### config.mk
export PLATFORM = sky130hd
export DESIGN_NAME = pkt_tx_sched
export DESIGN_NICKNAME = d
export VERILOG_FILES = /design/src/rtl/utils_pkg.sv /design/src/rtl/eth_fifo.sv /design/src/rtl/pkt_tx_sched.sv
export SDC_FILE = /design/constraint.sdc
export NUM_CORES = 1
export LEC_CHECK = 0
export ABC_CLOCK_PERIOD_IN_PS = 3910
export CAP_MARGIN = 20
export CORE_MARGIN = 2
export CORE_UTILIZATION = 40
export CTS_BUF_LIST = sky130_fd_sc_hd__clkbuf_8
export DETAILED_ROUTE_END_ITERATION = 8
export GPL_TIMING_DRIVEN = 0
export PLACE_DENSITY = 0.7
export SYNTH_ARGS = -nofsm -noshare
export SYNTH_HDL_FRONTEND = slang
export SYNTH_SLANG_ARGS = --single-unit
### constraint.sdc
create_clock -name clk -period 3.91 [get_ports clk]
set_clock_uncertainty 0.15 [all_clocks]
set_input_delay 0.391 -clock clk [delete_from_list [all_inputs] [get_ports clk]]
set_output_delay 0.391 -clock clk [all_outputs]
set_load 0.01 [all_outputs]
### src/rtl/utils_pkg.sv
// Shared types for the Ethernet/UDP transmit path: OutFIFO status/command structs,
// UDP length and pointer types, and the transmit-scheduler FSM encoding.
package utils_pkg;

  localparam int unsigned OUTFIFO_KB_SIZE = 2;
  localparam int unsigned OUTFIFO_BYTES   = OUTFIFO_KB_SIZE * 1024;
  // One extra bit so a completely full OutFIFO is distinguishable from empty.
  localparam int unsigned PTR_W           = $clog2(OUTFIFO_BYTES) + 1;

  typedef logic [15:0]      udp_length_t;
  typedef logic [PTR_W-1:0] ptr_t;

  typedef struct packed {
    ptr_t rd_ptr;
    ptr_t wr_ptr;
    logic empty;
    logic full;
    logic done;
  } s_fifo_st_t;

  typedef struct packed {
    logic        start;
    udp_length_t length;
    logic        clear;
  } s_fifo_cmd_t;

  typedef enum logic [2:0] {
    StIdle,
    StCheck,
    StWaitData,
    StHdr,
    StStream,
    StDone,
    StErr
  } fsm_tx_sched_t;

  // Bytes held in a FIFO; modular subtraction makes pointer wrap transparent.
  function automatic ptr_t fifo_level(input ptr_t wr_ptr, input ptr_t rd_ptr);
    return wr_ptr - rd_ptr;
  endfunction

endpackage

### src/rtl/eth_fifo.sv
// Small synchronous first-word-fall-through FIFO with a synchronous clear.
// A write into a full FIFO is honoured when a read happens in the same cycle.
module eth_fifo #(
  parameter int unsigned SLOTS = 4,
  parameter int unsigned WIDTH = 16
) (
  input  logic             clk,
  input  logic             rst,
  input  logic             clear_i,
  input  logic             wr_en_i,
  input  logic [WIDTH-1:0] wr_data_i,
  input  logic             rd_en_i,
  output logic [WIDTH-1:0] rd_data_o,
  output logic             full_o,
  output logic             empty_o
);

  localparam int unsigned AW = $clog2(SLOTS);

  logic [WIDTH-1:0] mem [SLOTS];
  logic [AW:0]      wr_ptr;
  logic [AW:0]      rd_ptr;
  logic             do_wr;
  logic             do_rd;

  assign empty_o   = (wr_ptr == rd_ptr);
  assign full_o    = (wr_ptr[AW] != rd_ptr[AW]) && (wr_ptr[AW-1:0] == rd_ptr[AW-1:0]);
  assign do_rd     = rd_en_i && !empty_o;
  assign do_wr     = wr_en_i && (!full_o || do_rd);
  assign rd_data_o = mem[rd_ptr[AW-1:0]];

  always_ff @(posedge clk or posedge rst) begin
    if (rst) begin
      wr_ptr <= '0;
      rd_ptr <= '0;
    end else if (clear_i) begin
      wr_ptr <= '0;
      rd_ptr <= '0;
    end else begin
      if (do_wr) wr_ptr <= wr_ptr + 1'b1;
      if (do_rd) rd_ptr <= rd_ptr + 1'b1;
    end
  end

  always_ff @(posedge clk) begin
    if (do_wr && !clear_i) mem[wr_ptr[AW-1:0]] <= wr_data_i;
  end

endmodule

### src/rtl/pkt_tx_sched.sv
// Transmit sequencer for the OutFIFO: queues send requests, waits for enough data,
// requests a UDP header, then commands the FIFO to stream exactly one packet.
module pkt_tx_sched
  import utils_pkg::*;
#(
  parameter int unsigned REQ_DEPTH   = 4,
  parameter int unsigned TIMEOUT_CYC = 65535,
  parameter int unsigned MAX_LEN     = OUTFIFO_KB_SIZE * 1024
) (
  input  logic        clk,
  input  logic        rst,
  input  logic        req_valid_i,
  input  udp_length_t req_len_i,
  output logic        req_ready_o,
  input  s_fifo_st_t  fifo_st_i,
  output s_fifo_cmd_t fifo_cmd_o,
  output logic        hdr_valid_o,
  output udp_length_t hdr_len_o,
  input  logic        hdr_ready_i,
  input  logic        abort_i,
  output logic        busy_o,
  output logic        done_o,
  output logic        err_o,
  output logic [31:0] pkt_cnt_o
);

  // Counter spans 0..TIMEOUT_CYC-1, one value per cycle spent waiting for data.
  localparam int unsigned TMO_W = (TIMEOUT_CYC > 1) ? $clog2(TIMEOUT_CYC) : 1;

  fsm_tx_sched_t state;
  fsm_tx_sched_t state_nxt;

  udp_length_t   len_ff;
  logic [TMO_W-1:0] tmo_cnt;
  logic [31:0]   pkt_cnt;

  logic          q_push;
  logic          q_pop;
  logic          q_full;
  logic          q_empty;
  udp_length_t   q_head;

  ptr_t          level;
  logic          data_ok;
  logic          len_bad;
  logic          tmo_hit;

  s_fifo_cmd_t   cmd_nxt;
  logic          hdr_valid_nxt;
  udp_length_t   hdr_len_nxt;
  logic          done_nxt;
  logic          err_nxt;

  logic          unused_st;

  assign unused_st = fifo_st_i.empty ^ fifo_st_i.full;

  // Request queue; abort flushes it, so a push in the abort cycle is lost.
  assign q_push = req_valid_i && !q_full;
  assign q_pop  = (state == StIdle) && !q_empty && !abort_i;

  eth_fifo #(
    .SLOTS (REQ_DEPTH),
    .WIDTH ($bits(udp_length_t))
  ) u_req_q (
    .clk       (clk),
    .rst       (rst),
    .clear_i   (abort_i),
    .wr_en_i   (q_push),
    .wr_data_i (req_len_i),
    .rd_en_i   (q_pop),
    .rd_data_o (q_head),
    .full_o    (q_full),
    .empty_o   (q_empty)
  );

  assign req_ready_o = !q_full;
  assign busy_o      = (state != StIdle) || !q_empty;
  assign pkt_cnt_o   = pkt_cnt;

  assign level   = fifo_level(fifo_st_i.wr_ptr, fifo_st_i.rd_ptr);
  assign data_ok = udp_length_t'(level) >= len_ff;
  assign len_bad = (len_ff == '0) || (32'(len_ff) > MAX_LEN);
  assign tmo_hit = (tmo_cnt == TMO_W'(TIMEOUT_CYC - 1));

  // State and registered outputs.
  always_ff @(posedge clk or posedge rst) begin
    if (rst) begin
      state       <= StIdle;
      fifo_cmd_o  <= '0;
      hdr_valid_o <= 1'b0;
      hdr_len_o   <= '0;
      done_o      <= 1'b0;
      err_o       <= 1'b0;
    end else begin
      state       <= state_nxt;
      fifo_cmd_o  <= cmd_nxt;
      hdr_valid_o <= hdr_valid_nxt;
      hdr_len_o   <= hdr_len_nxt;
      done_o      <= done_nxt;
      err_o       <= err_nxt;
    end
  end

  always_comb begin
    state_nxt = state;
    if (abort_i) begin
      state_nxt = StIdle;
    end else begin
      unique case (state)
        StIdle:     if (!q_empty) state_nxt = StCheck;
        StCheck:    state_nxt = len_bad ? StErr : StWaitData;
        StWaitData: begin
          if (data_ok)      state_nxt = StHdr;
          else if (tmo_hit) state_nxt = StErr;
        end
        StHdr:      if (hdr_ready_i) state_nxt = StStream;
        StStream:   if (fifo_st_i.done) state_nxt = StDone;
        StDone:     state_nxt = StIdle;
        StErr:      state_nxt = StIdle;
        default:    state_nxt = StIdle;
      endcase
    end
  end

  // Outputs are decoded from the next state so they line up with the state register.
  always_comb begin
    cmd_nxt        = '0;
    cmd_nxt.clear  = abort_i;
    cmd_nxt.start  = (state_nxt == StStream);
    cmd_nxt.length = (state_nxt == StStream) ? len_ff : '0;
    hdr_valid_nxt  = (state_nxt == StHdr);
    hdr_len_nxt    = (state_nxt == StHdr) ? len_ff : '0;
    done_nxt       = (state_nxt == StDone);
    err_nxt        = (state_nxt == StErr);
  end

  always_ff @(posedge clk or posedge rst) begin
    if (rst) begin
      len_ff  <= '0;
      tmo_cnt <= '0;
      pkt_cnt <= '0;
    end else begin
      if (q_pop) len_ff <= q_head;
      if (state == StCheck) begin
        tmo_cnt <= '0;
      end else if (state == StWaitData && state_nxt == StWaitData) begin
        tmo_cnt <= tmo_cnt + TMO_W'(1);
      end
      if (state_nxt == StDone) pkt_cnt <= pkt_cnt + 32'd1;
    end
  end

endmodule

# [After elaboration in Yosys (flattened, before gate mapping)]
# Memory sizes are Yosys's and may differ from the RTL's. A register that Yosys moved wholly into a read port is not among the register bits.
# Cells that the tools add are included.
[totals] reg_bits=94 latchBits=0 ram_bits=64 romBits=0 in_bits=48 out_inout_bits=71 wordCells=71 mem_count=1
[classes] n_addsub=5 mul=0 div=0 order_cmp=2 n_eq_ne=13 shift=0 n_mux=18 bitwise_logic=0 n_reduce_logical=20
[mem_list] memory="u_req_q.mem" depth=4 word_bits=16 read_ports=1 rd_clocked_by_memory_dff=1 write_ports=1 line_no="eth_fifo.sv:20" rtl="logic [WIDTH-1:0] mem [SLOTS];"
[op_table] cell="$mux 16" n=4
[op_table] cell="$mux 3" n=11
[op_table] cell="$add 32x1->32 const B" n=1
[op_table] cell="$add 16x1->16 const B" n=1
[op_table] cell="$eq 16x16->1 const B" n=1
[op_table] cell="$ge 12x16->1" n=1
[op_table] cell="$gt 16x12->1 const B" n=1
[op_table] cell="$logic_not 16->1" n=1
[op_table] cell="$pmux 3 s5" n=1
[op_table] cell="$eq 3x2->1 const B" n=4
[op_table] cell="$eq 3x3->1 const B" n=4
[op_table] cell="$sub 12x12->12" n=1
[op_table] cell="$logic_and 1x1->1" n=8
[op_table] cell="$add 3x1->3 const B" n=2
[op_table] cell="$reduce_bool 2->1" n=3
[op_table] cell="$eq 3x1->1 const B" n=1
[op_table] cell="$eq 3x3->1" n=1
[op_table] cell="$logic_not 1->1" n=3
[op_table] cell="$logic_not 3->1" n=1
[op_table] cell="$logic_or 1x1->1" n=3
[op_table] cell="$reduce_bool 3->1" n=1
[op_table] cell="$eq 2x2->1" n=1
[op_table] cell="$mux 1" n=2
[op_table] cell="$ne 1x1->1" n=1

# [Longest topological paths before layout]
# Gate-level depths: netlist (run 1).
[logic_depth] word_depth=10 mapped_depth=20 ltp_nobuf=19

# [By module]
# Synthesis (run 1) repeated with hierarchy kept, for this count alone.
[hier_totals] cells_unflattened=631 hier_area_um2=8080.2
[by_module_without_submodules] mod="pkt_tx_sched" n_inst=1 cells_each=491 area_each_um2=5186.2 seq_area_each_um2=2602.5
[by_module_without_submodules] mod="eth_fifo" n_inst=1 cells_each=140 area_each_um2=2894.0 seq_area_each_um2=2072.0

# [Worst setup path after synthesis (run 1)]
# No wires, ideal clock.
[synth_timing] kind="input to register" from="in fifo_st_i[16] (netlist name)" to="reg pkt_cnt[1], in the netlist pkt_cnt_o[1]" setup_ns=0.125 arrival_ns=3.921 setup_slack_ns=-0.286 path_stages=17 path_cell_list="inv_1 -> ha_1 -> a21o_1 -> a21o_1 -> a2111o_1 -> a31o_2 -> o41a_1 -> xnor2_1 -> ha_1 -> a21oi_1 -> o21ai_0 -> a32oi_1 -> and4bb_4 -> nor2_4 -> buf_4 -> nor2_2 -> mux2_2"
[synth_via] elab_chain_cells=6
[synth_rtl] item="start, declared" line_no="pkt_tx_sched.sv:15" rtl="input s_fifo_st_t fifo_st_i,"
[synth_rtl] item="$sub 12x12->12" line_no="utils_pkg.sv:39" rtl="return wr_ptr - rd_ptr;"
[synth_rtl] item="$ge 12x16->1" line_no="pkt_tx_sched.sv:82" rtl="assign data_ok = udp_length_t'(level) >= len_ff;"
[synth_rtl] item="$mux 3" line_no="pkt_tx_sched.sv:114" rtl="if (data_ok) state_nxt = StHdr;"
[synth_rtl] item="$pmux 3 s5" line_no="pkt_tx_sched.sv:110" rtl="unique case (state)"
[synth_rtl] item="$mux 3" line_no="pkt_tx_sched.sv:107" rtl="if (abort_i) begin"
[synth_rtl] item="$eq 3x3->1"
[synth_rtl] item="via done_nxt" line_no="pkt_tx_sched.sv:51" rtl="logic done_nxt;"
[synth_rtl] item="end signal, assigned" line_no="pkt_tx_sched.sv:150" rtl="if (state_nxt == StDone) pkt_cnt <= pkt_cnt + 32'd1;"
[synth_rtl] item="end, declared" line_no="pkt_tx_sched.sv:35" rtl="logic [31:0] pkt_cnt;"
# The timed path passes the listed nets, and every way through them passes these cells.
# A chain may end at the register's enable or synchronous reset.

# [Worst setup path after layout (run 1)]
# Same ends and word-level chain as after synthesis.

==> results of run 1 <==
[kinds of logic (layout without fill, tap and decap cells)]
family / Yosys count / count (layout) / share of synthesized area [%]
xor gates and xnor gates: 52 / 52 / 5.780
buffers and inverters: 50 / 231 / 2.636
and+or+nand+nor: 232 / 232 / 16.05
adders and majority gates: 32 / 32 / 5.177
muxes: 27 / 27 / 6.066
AOI/OAI and AO/OA: 59 / 60 / 4.955
DFF: 174 / 174 / 59.33
[registers in the layout, summed over array words and instances, names as in the netlist, 3 cells and up]
register        cells
hdr_len_o          16
u_req_q.wr_ptr      3
pkt_cnt_o          32
u_req_q.mem        64
len_ff             16
state               3
fifo_cmd_o         18
u_req_q.rd_ptr      3
tmo_cnt            16
[through the flow]
step                      TNS (ns)  power (mW)
final                       -1.090       5.426
after global routing        -8.814       5.718
after CTS                   -9.402       5.306
after detailed placement    -95.26       3.848
after global placement     -206.38       3.804
after floorplan            -0.4700       3.280
[Yosys cell counts, drive strengths merged, types with 3 or more instances]
master  count  area share, %
or4         3           0.29
clkbuf      8           0.38
a21oi      15            1.1
ha         31            4.9
nor4        8           0.91
nor2       45            2.3
nand4      13            1.1
nand2      50            2.4
and3        6           0.48
or3         4           0.32
edfxtp     64             24
xnor2      17            1.9
dfrtp     110             35
xor2       35            3.9
buf         8           0.64
inv        34            1.6
o21ai      24            1.6
mux4       16            4.6
mux2i       5           0.64
nand3b      3           0.29
o211ai      3           0.29
and4        5           0.56
nor3       17            1.1
a21o        4           0.38
nand2b      4           0.32
mux2        6           0.86
and2       38            3.0
nand3      26            1.7
[routing by layer]
metal	wire [µm]	GRT usage (%)	up-vias
met5	0	0	-
met4	310	7.103	0
met3	917	3.477	23
met2	8449	26.44	157
met1	8175	23.47	2703
li1	-	-	2573
[cell type report]
type / count / area (µm²)
Fill cell: 1611 / 8725
Sequential cell: 174 / 4674
Multi-Input combinational cell: 403 / 3522
Timing Repair Buffer: 149 / 1483
Tap cell: 265 / 331.6
Clock buffer: 17 / 234.0
Clock inverter: 15 / 182.7
Inverter: 34 / 142.6
Buffer: 16 / 103.9
[worst register-to-register path, stage by stage (launching register included)]
cell and delay [ns]:
sky130_fd_sc_hd__dfrtp_1 0.48, sky130_fd_sc_hd__ha_1 0.32, sky130_fd_sc_hd__nand2b_1 0.15, sky130_fd_sc_hd__a2111o_1 0.45
sky130_fd_sc_hd__a32oi_4 0.34, sky130_fd_sc_hd__and4bb_4 0.36, sky130_fd_sc_hd__o221ai_4 0.17, sky130_fd_sc_hd__buf_6 0.25
sky130_fd_sc_hd__nor4_4 0.23, sky130_fd_sc_hd__xor2_1 0.17
[power groups by stage]
stage	Sequential, mW	Combinational, mW	Clock, mW
6_report	2.32	1.82	1.28
3_3_place_gp	2.34	1.46	0
4_1_cts	2.31	1.69	1.31
5_1_grt	2.35	1.98	1.39
2_1_floorplan	2.31	0.971	0
3_5_place_dp	2.35	1.50	0
[worst min path at each step]
| stage | from | end | cells after the start |
|---|---|---|---|
| after global routing | rst | pkt_cnt_o[16]$_DFFE_PP0P_ | 2 |
| after detailed placement | tmo_cnt[8]$_DFFE_PP0P_ | tmo_cnt[8]$_DFFE_PP0P_ | 1 |
| after CTS | rst | len_ff[8]$_DFFE_PP0P_ | 2 |
| after global placement | tmo_cnt[8]$_DFFE_PP0P_ | tmo_cnt[8]$_DFFE_PP0P_ | 1 |
| after floorplan | abort_i | fifo_cmd_o[0]$_DFF_PP0_ | 0 |
| final | rst | pkt_cnt_o[16]$_DFFE_PP0P_ | 2 |
[timing repair]
action                     CTS  global route
pin swaps                   36            47
cloned                       2             3
gates resized for setup     75            76
setup endpoints to repair   86            86
buffers inserted            21             7
==> PnR_summary.wiki, run 1 <==
{| class="wikitable"
! Metric !! Value
|-
| Violations in the final reports || setup timing
|-
| Area of the mapped netlist || 7879 µm²
|-
| Synthesized area per cell || 12.59 µm²
|-
| Wire length per cell || 16.64 µm
|-
| Worst-Skew Late Latency || 0.47 ns
|-
| Placed Cells || 1009
|-
| Fraction of layout cells with a size suffix above 1 || 23.76%
|-
| Port Buf Inserts || 116
|-
| Vias after detailed routing || 5456
|-
| Maximum count of clock buffers along a single path || 2
|-
| Worst rel slew slack || 7.372%
|-
| Clock slew seen by the registers of the worst setup and hold paths || 0.11 ns
|-
| Share of async-settable or async-resettable flops after synthesis || 63.22%
|-
| Mapped Cells || 626
|-
| Part of the Yosys area used for sequential elements || 59.33%
|-
| TritonCTS clock tree || yes
|-
| Buffering stage count on the worst path with inverters included || 3
|-
| 1st-pass router iterations || 5
|-
| Area enclosed by the die boundary || 20840 µm²
|-
| Final cell count without fillers || 1073
|-
| Number of cells on the worst reg-to-reg path || 9
|-
| Most common cell after layout, fill and taps aside || sky130_fd_sc_hd__dfrtp_1
|-
| Proportion of power drawn by flip-flops and latches || 42.8%
|-
| Launching point of the worst reg2reg path || len_ff[0]$_DFFE_PP0P_
|-
| Switching part of the total || 36.29%
|-
| Row count || 51
|-
| Share of the clock period used by the worst path || 102.3%
|-
| Startpoint of the most critical setup path || fifo_st_i[16]
|-
| Relative contribution of the clock network to total power || 23.6%
|-
| Net count, final || 875
|-
| Clk sink count || 174
|-
| Worst-Margin Slew || 1.385 ns
|-
| Maximum vdd drop || 317.0 µV
|-
| Cell area after layout || 10670 µm²
|-
| Distinct cells, synth || 58
|-
| Initial antenna violation count || 0
|-
| Internal power of the cells || 3.457 mW
|-
| Number of diodes added for antenna fixing || 0
|-
| Vertical die dimension || 144.3 µm
|-
| Net Switching || 1.969 mW
|-
| Cell leakage power || 4.454 nW
|-
| Placed wire-length estimate || 11.92 mm
|-
| Data required time at the worst endpoint || 4.12 ns
|-
| Worst Hold Margin || 0.1985 ns
|-
| Instance count on the critical path || 18
|-
| Most frequent cells in the layout || sky130_fd_sc_hd__dfrtp_1 (110), sky130_fd_sc_hd__clkdlybuf4s50_1 (105), sky130_fd_sc_hd__edfxtp_1 (64)
|-
| Crit path arrival time || 4.21 ns
|-
| CP cell instances || buf_8, inv_12, ha_4, a21o_1, a21o_1, a2111o_1, a31o_4, o41a_1, xnor2_2, ha_4, nand4_1, nor4_4, a32oi_4, a21oi_4, buf_4, o21ai_4, nor2_4, mux2_4
|-
| Global-route total usage across every layer || 17.04%
|-
| Fmax || 0.2499 GHz
|-
| Avg Vias per Cell || 5.085
|-
| Type of destination of the critical path || flip-flop
|-
| Delay-heaviest family, CP || compound AO/OA/AOI/OAI gates
|-
| Result of the run || complete, but fails checks
|-
| Final setup violating endpoints || 43
|-
| #FFs+latches synth || 174
|-
| Destination of the critical timing path || pkt_cnt_o[1]$_DFFE_PP0P_
|-
| Number of hold buffers added after cts || 0
|-
| Top fanout value on the critical path || 5
|-
| Primary flip-flop cell chosen by synthesis mapping || sky130_fd_sc_hd__dfrtp_1
|-
| Crit path largest cell delay || 0.45 ns
|-
| Critical path class || input port to flip-flop
|-
| Slowest cell on crit path || sky130_fd_sc_hd__a2111o_1
|-
| Hold Crit Class || input port to asynchronous set/reset pin
|-
| Total DRC errors in the routed layout || 0
|-
| Number of synthesis warnings || 0
|-
| DRT iter0 DRCs || 316
|-
| Max-cap violations || 0
|-
| Std-Cell Core Area || 19400 µm²
|-
| Effective utilization at floorplan || 40.62%
|-
| Width of the die || 144.3 µm
|-
| Mapped Nets || 706
|-
| Crit path setup slack, layout || -0.09182 ns
|-
| Number of enable-type register cells in the synthesized netlist || 64
|-
| Power per Cell Area || 508.4 nW/µm²
|-
| Vias in the first global route || 5278
|-
| Min cycle time layout || 4.002 ns
|-
| Clock root buffer || sky130_fd_sc_hd__clkbuf_8
|-
| Register-to-register path setup slack || 0.77 ns
|-
| Setup crit start kind || input port
|-
| Area growth syn-to-layout || 35.48%
|-
| Post-Place Worst Slack || -1.377 ns
|-
| Total global routing overflow || 0
|-
| Routability cong. || 0.8569
|-
| Number of endpoints with negative hold slack in the final report || 0
|-
| Final wirelength || 17.85 mm
|-
| Capturing point of the worst reg2reg path || pkt_cnt_o[23]$_DFFE_PP0P_
|-
| Combinational share of power || 33.6%
|-
| Setup repair after global routing missed its margin || true
|-
| Area post-placement || 9527 µm²
|-
| Number of levels the H-tree was split into || 4
|-
| Max-slew violations || 0
|-
| First-pass GRT wire length || 26.99 mm
|-
| Share of the core filled with cells in the final layout || 55.02%
|-
| ANT nets after route || 0
|-
| Number of placed I/O pins || 119
|-
| Num CTS Buffers || 17
|-
| Maximum number of pins on one net before global-route repair || 65
|}
Power figures use the tool's default switching activity.
==> inputs of run 2 (changes only) <==
Settings changed: CORE_UTILIZATION 40 to 35, PLACE_DENSITY 0.7 to 0.64, SKIP_CTS_REPAIR_TIMING from default to 1.
==> PnR_summary.wiki, run 2 (synthesis results as in run 1) <==
{| class="wikitable"
! Metric !! Value
|-
| Buffering stage count on the worst path with inverters included || 4 (+1)
|-
| Max reg flops || 64 (unchanged)
|-
| Row count || 54 (+5.9%)
|-
| Most frequent cells in the layout || sky130_fd_sc_hd__dfrtp_1 (110), sky130_fd_sc_hd__clkdlybuf4s50_1 (105), sky130_fd_sc_hd__edfxtp_1 (64)
|-
| Effective utilization at floorplan || 35.88% (-4.7 points)
|-
| Post-Place Worst Slack || -1.380 ns (-0.002820 ns)
|-
| Port Buf Inserts || 116 (unchanged)
|-
| Number of cells on the worst reg-to-reg path || 10 (+1)
|-
| Placed wire-length estimate || 11.99 mm (+0.59%)
|-
| Setup repair after global routing missed its margin || true
|-
| Area enclosed by the die boundary || 23730 µm² (+14%)
|-
| Cell leakage power || 4.369 nW (-1.9%)
|-
| Most common cell after layout, fill and taps aside || sky130_fd_sc_hd__dfrtp_1
|-
| Hold Crit Class || input port to asynchronous set/reset pin
|-
| Std-Cell Core Area || 21960 µm² (+13%)
|-
| Max-cap violations || 0 (unchanged)
|-
| Global-route total usage across every layer || 14.40% (-2.6 points)
|-
| Vias after detailed routing || 5252 (-3.7%)
|-
| Final wirelength || 17.14 mm (-4.0%)
|-
| ANT nets after route || 0 (unchanged)
|-
| DRT iter0 DRCs || 312 (-1.3%)
|-
| Critical path class || input port to flip-flop
|-
| Width of the die || 154.0 µm (+6.7%)
|-
| Clock root buffer || sky130_fd_sc_hd__clkbuf_8
|-
| Share of the clock period used by the worst path || 104.8% (+2.4 points)
|-
| Instance count on the critical path || 19 (+1)
|-
| Delay-heaviest family, CP || compound AO/OA/AOI/OAI gates
|-
| Fraction of layout cells with a size suffix above 1 || 19.45% (-4.3 points)
|-
| Post-layout total power || 5.241 mW (-3.4%)
|-
| CP cell instances || buf_8, inv_12, ha_4, a21o_1, a21o_1, a2111o_1, a31o_4, o41a_1, xnor2_2, ha_1, nand4_1, nor4_2, a32oi_2, buf_4, and4bb_2, nand4_1, buf_4, or3_4, a21oi_2
|-
| Data required time at the worst endpoint || 4.16 ns (+0.04 ns)
|-
| Type of destination of the critical path || flip-flop
|-
| Crit path setup slack, layout || -0.1859 ns (-0.09412 ns)
|-
| Total global routing overflow || 0 (unchanged)
|-
| Worst rel slew slack || 20.50% (+13 points)
|-
| Num CTS Buffers || 17 (unchanged)
|-
| Vias in the first global route || 5000 (-5.3%)
|-
| Wire length per cell || 15.92 µm (-4.3%)
|-
| Total DRC errors in the routed layout || 0 (unchanged)
|-
| TritonCTS clock tree || yes
|-
| Layout filler cell count || 1945 (+21%)
|-
| Final setup violating endpoints || 68 (+58%)
|-
| Power per Cell Area || 503.6 nW/µm² (-0.94%)
|-
| Avg Vias per Cell || 4.877 (-4.1%)
|-
| Number of placed I/O pins || 119 (unchanged)
|-
| Worst-Margin Slew || 1.189 ns (-0.1963 ns)
|-
| Max-slew violations || 0 (unchanged)
|-
| Number of levels the H-tree was split into || 4 (unchanged)
|-
| Initial antenna violation count || 0 (unchanged)
|-
| Area growth syn-to-layout || 32.09%
|-
| Min cycle time layout || 4.096 ns (+0.09412 ns)
|-
| 1st-pass router iterations || 5 (unchanged)
|-
| Maximum count of clock buffers along a single path || 2 (unchanged)
|-
| Violations in the final reports || setup timing
|-
| Cell area after layout || 10410 µm² (-2.5%)
|-
| Area post-placement || 9545 µm² (+0.20%)
|-
| Vertical die dimension || 154.0 µm (+6.7%)
|-
| Maximum number of pins on one net before global-route repair || 67 (+3.1%)
|-
| Worst Hold Margin || 0.2050 ns (+0.006576 ns)
|-
| First-pass GRT wire length || 26.79 mm (-0.77%)
|-
| Clock slew seen by the registers of the worst setup and hold paths || 0.10 ns (about the same)
|-
| Net count, final || 864 (-1.3%)
|-
| Number of diodes added for antenna fixing || 0 (unchanged)
|-
| Routability cong. || 0.8300 (-3.1%)
|-
| Slowest cell on crit path || sky130_fd_sc_hd__a2111o_1
|-
| Share of the core filled with cells in the final layout || 47.40% (-7.6 points)
|-
| Setup crit start kind || input port
|-
| Worst-Skew Late Latency || 0.46 ns (about the same)
|-
| Clk sink count || 174 (unchanged)
|-
| Maximum vdd drop || 251.5 µV (-21%)
|-
| Crit path largest cell delay || 0.41 ns (-0.04 ns)
|-
| Fmax || 0.2441 GHz (-2.3%)
|-
| Number of endpoints with negative hold slack in the final report || 0 (unchanged)
|-
| Result of the run || complete, but fails checks
|-
| Crit path arrival time || 4.34 ns (+0.13 ns)
|-
| Top fanout value on the critical path || 5 (unchanged)
|}
-- run 2: cell types whose count changed in the layout (fill, tap and decap cells not counted), moves of 5 or more --
cell	previous run	this run
sky130_fd_sc_hd__nor2_4	15	7
sky130_fd_sc_hd__nor2_1	29	37
sky130_fd_sc_hd__dlygate4sd2_1	5	0
sky130_fd_sc_hd__dlymetal6s2s_1	0	7
sky130_fd_sc_hd__and2_4	15	5
sky130_fd_sc_hd__and2_1	23	33
sky130_fd_sc_hd__buf_6	22	6
-- run 2: worst reg2reg max path, delay by kind of cell (launching register included) --
family | cells | cell delay [ns]
buffers and inverters | 2 | 0.35
adder cells (fa/ha/maj) | 1 | 0.31
AO/OA/AOI/OAI | 3 | 0.72
AND/OR/NAND/NOR | 4 | 1.00
flip-flops | 1 | 0.47
-- run 2: where the power goes --
group	leakage [nW]	total, mW	internal (mW)	switching (mW)
sequential	2.06	2.31	2.10	0.202
combinational	2.09	1.63	0.752	0.877
clock	0.213	1.31	0.553	0.752
total	4.37	5.24	3.41	1.83
-- run 2: final cells by class --
type                       instances  area [µm²]  area share [%]
inverter                          34       142.6           1.371
timing repair buffer             139        1405           13.50
sequential                       174        4674           44.91
clock buffer                      17       234.0           2.248
clock inverter                    15       177.7           1.707
multi-input combinational        403        3331           32.00
tap                              280       350.3           3.366
buffer                            15       92.59          0.8896
-- run 2: routing by layer --
metal / vias up / GRT usage, % / wire, µm
met5: - / 0 / 0
met4: 0 / 4.228 / 119
met3: 8 / 3.720 / 857
met2: 127 / 22.44 / 8266
met1: 2569 / 19.90 / 7900
li1: 2548 / - / -
-- run 2: final timing paths --
kind                                           start                         to  slack (ns)
min                                              rst  pkt_cnt_o[18]$_DFFE_PP0P_        0.21
max in group asynchronous                        rst     tmo_cnt[6]$_DFFE_PP0P_        2.69
min reg2reg                pkt_cnt_o[31]$_DFFE_PP0P_  pkt_cnt_o[31]$_DFFE_PP0P_        0.33
max reg2reg                    len_ff[0]$_DFFE_PP0P_     tmo_cnt[5]$_DFFE_PP0P_        0.85
max                                    fifo_st_i[16]     tmo_cnt[5]$_DFFE_PP0P_       -0.19
min in group clk           pkt_cnt_o[31]$_DFFE_PP0P_  pkt_cnt_o[31]$_DFFE_PP0P_        0.33
-- run 2: per-stage QoR --
step | TNS (ns) | std cells
finish | -7.945 | 1077
global route | -16.85 | 1077
CTS | -46.03 | 1056
detailed placement | -88.84 | 1024
global placement | -222.61 | 1022
floorplan | -0.4700 | 626
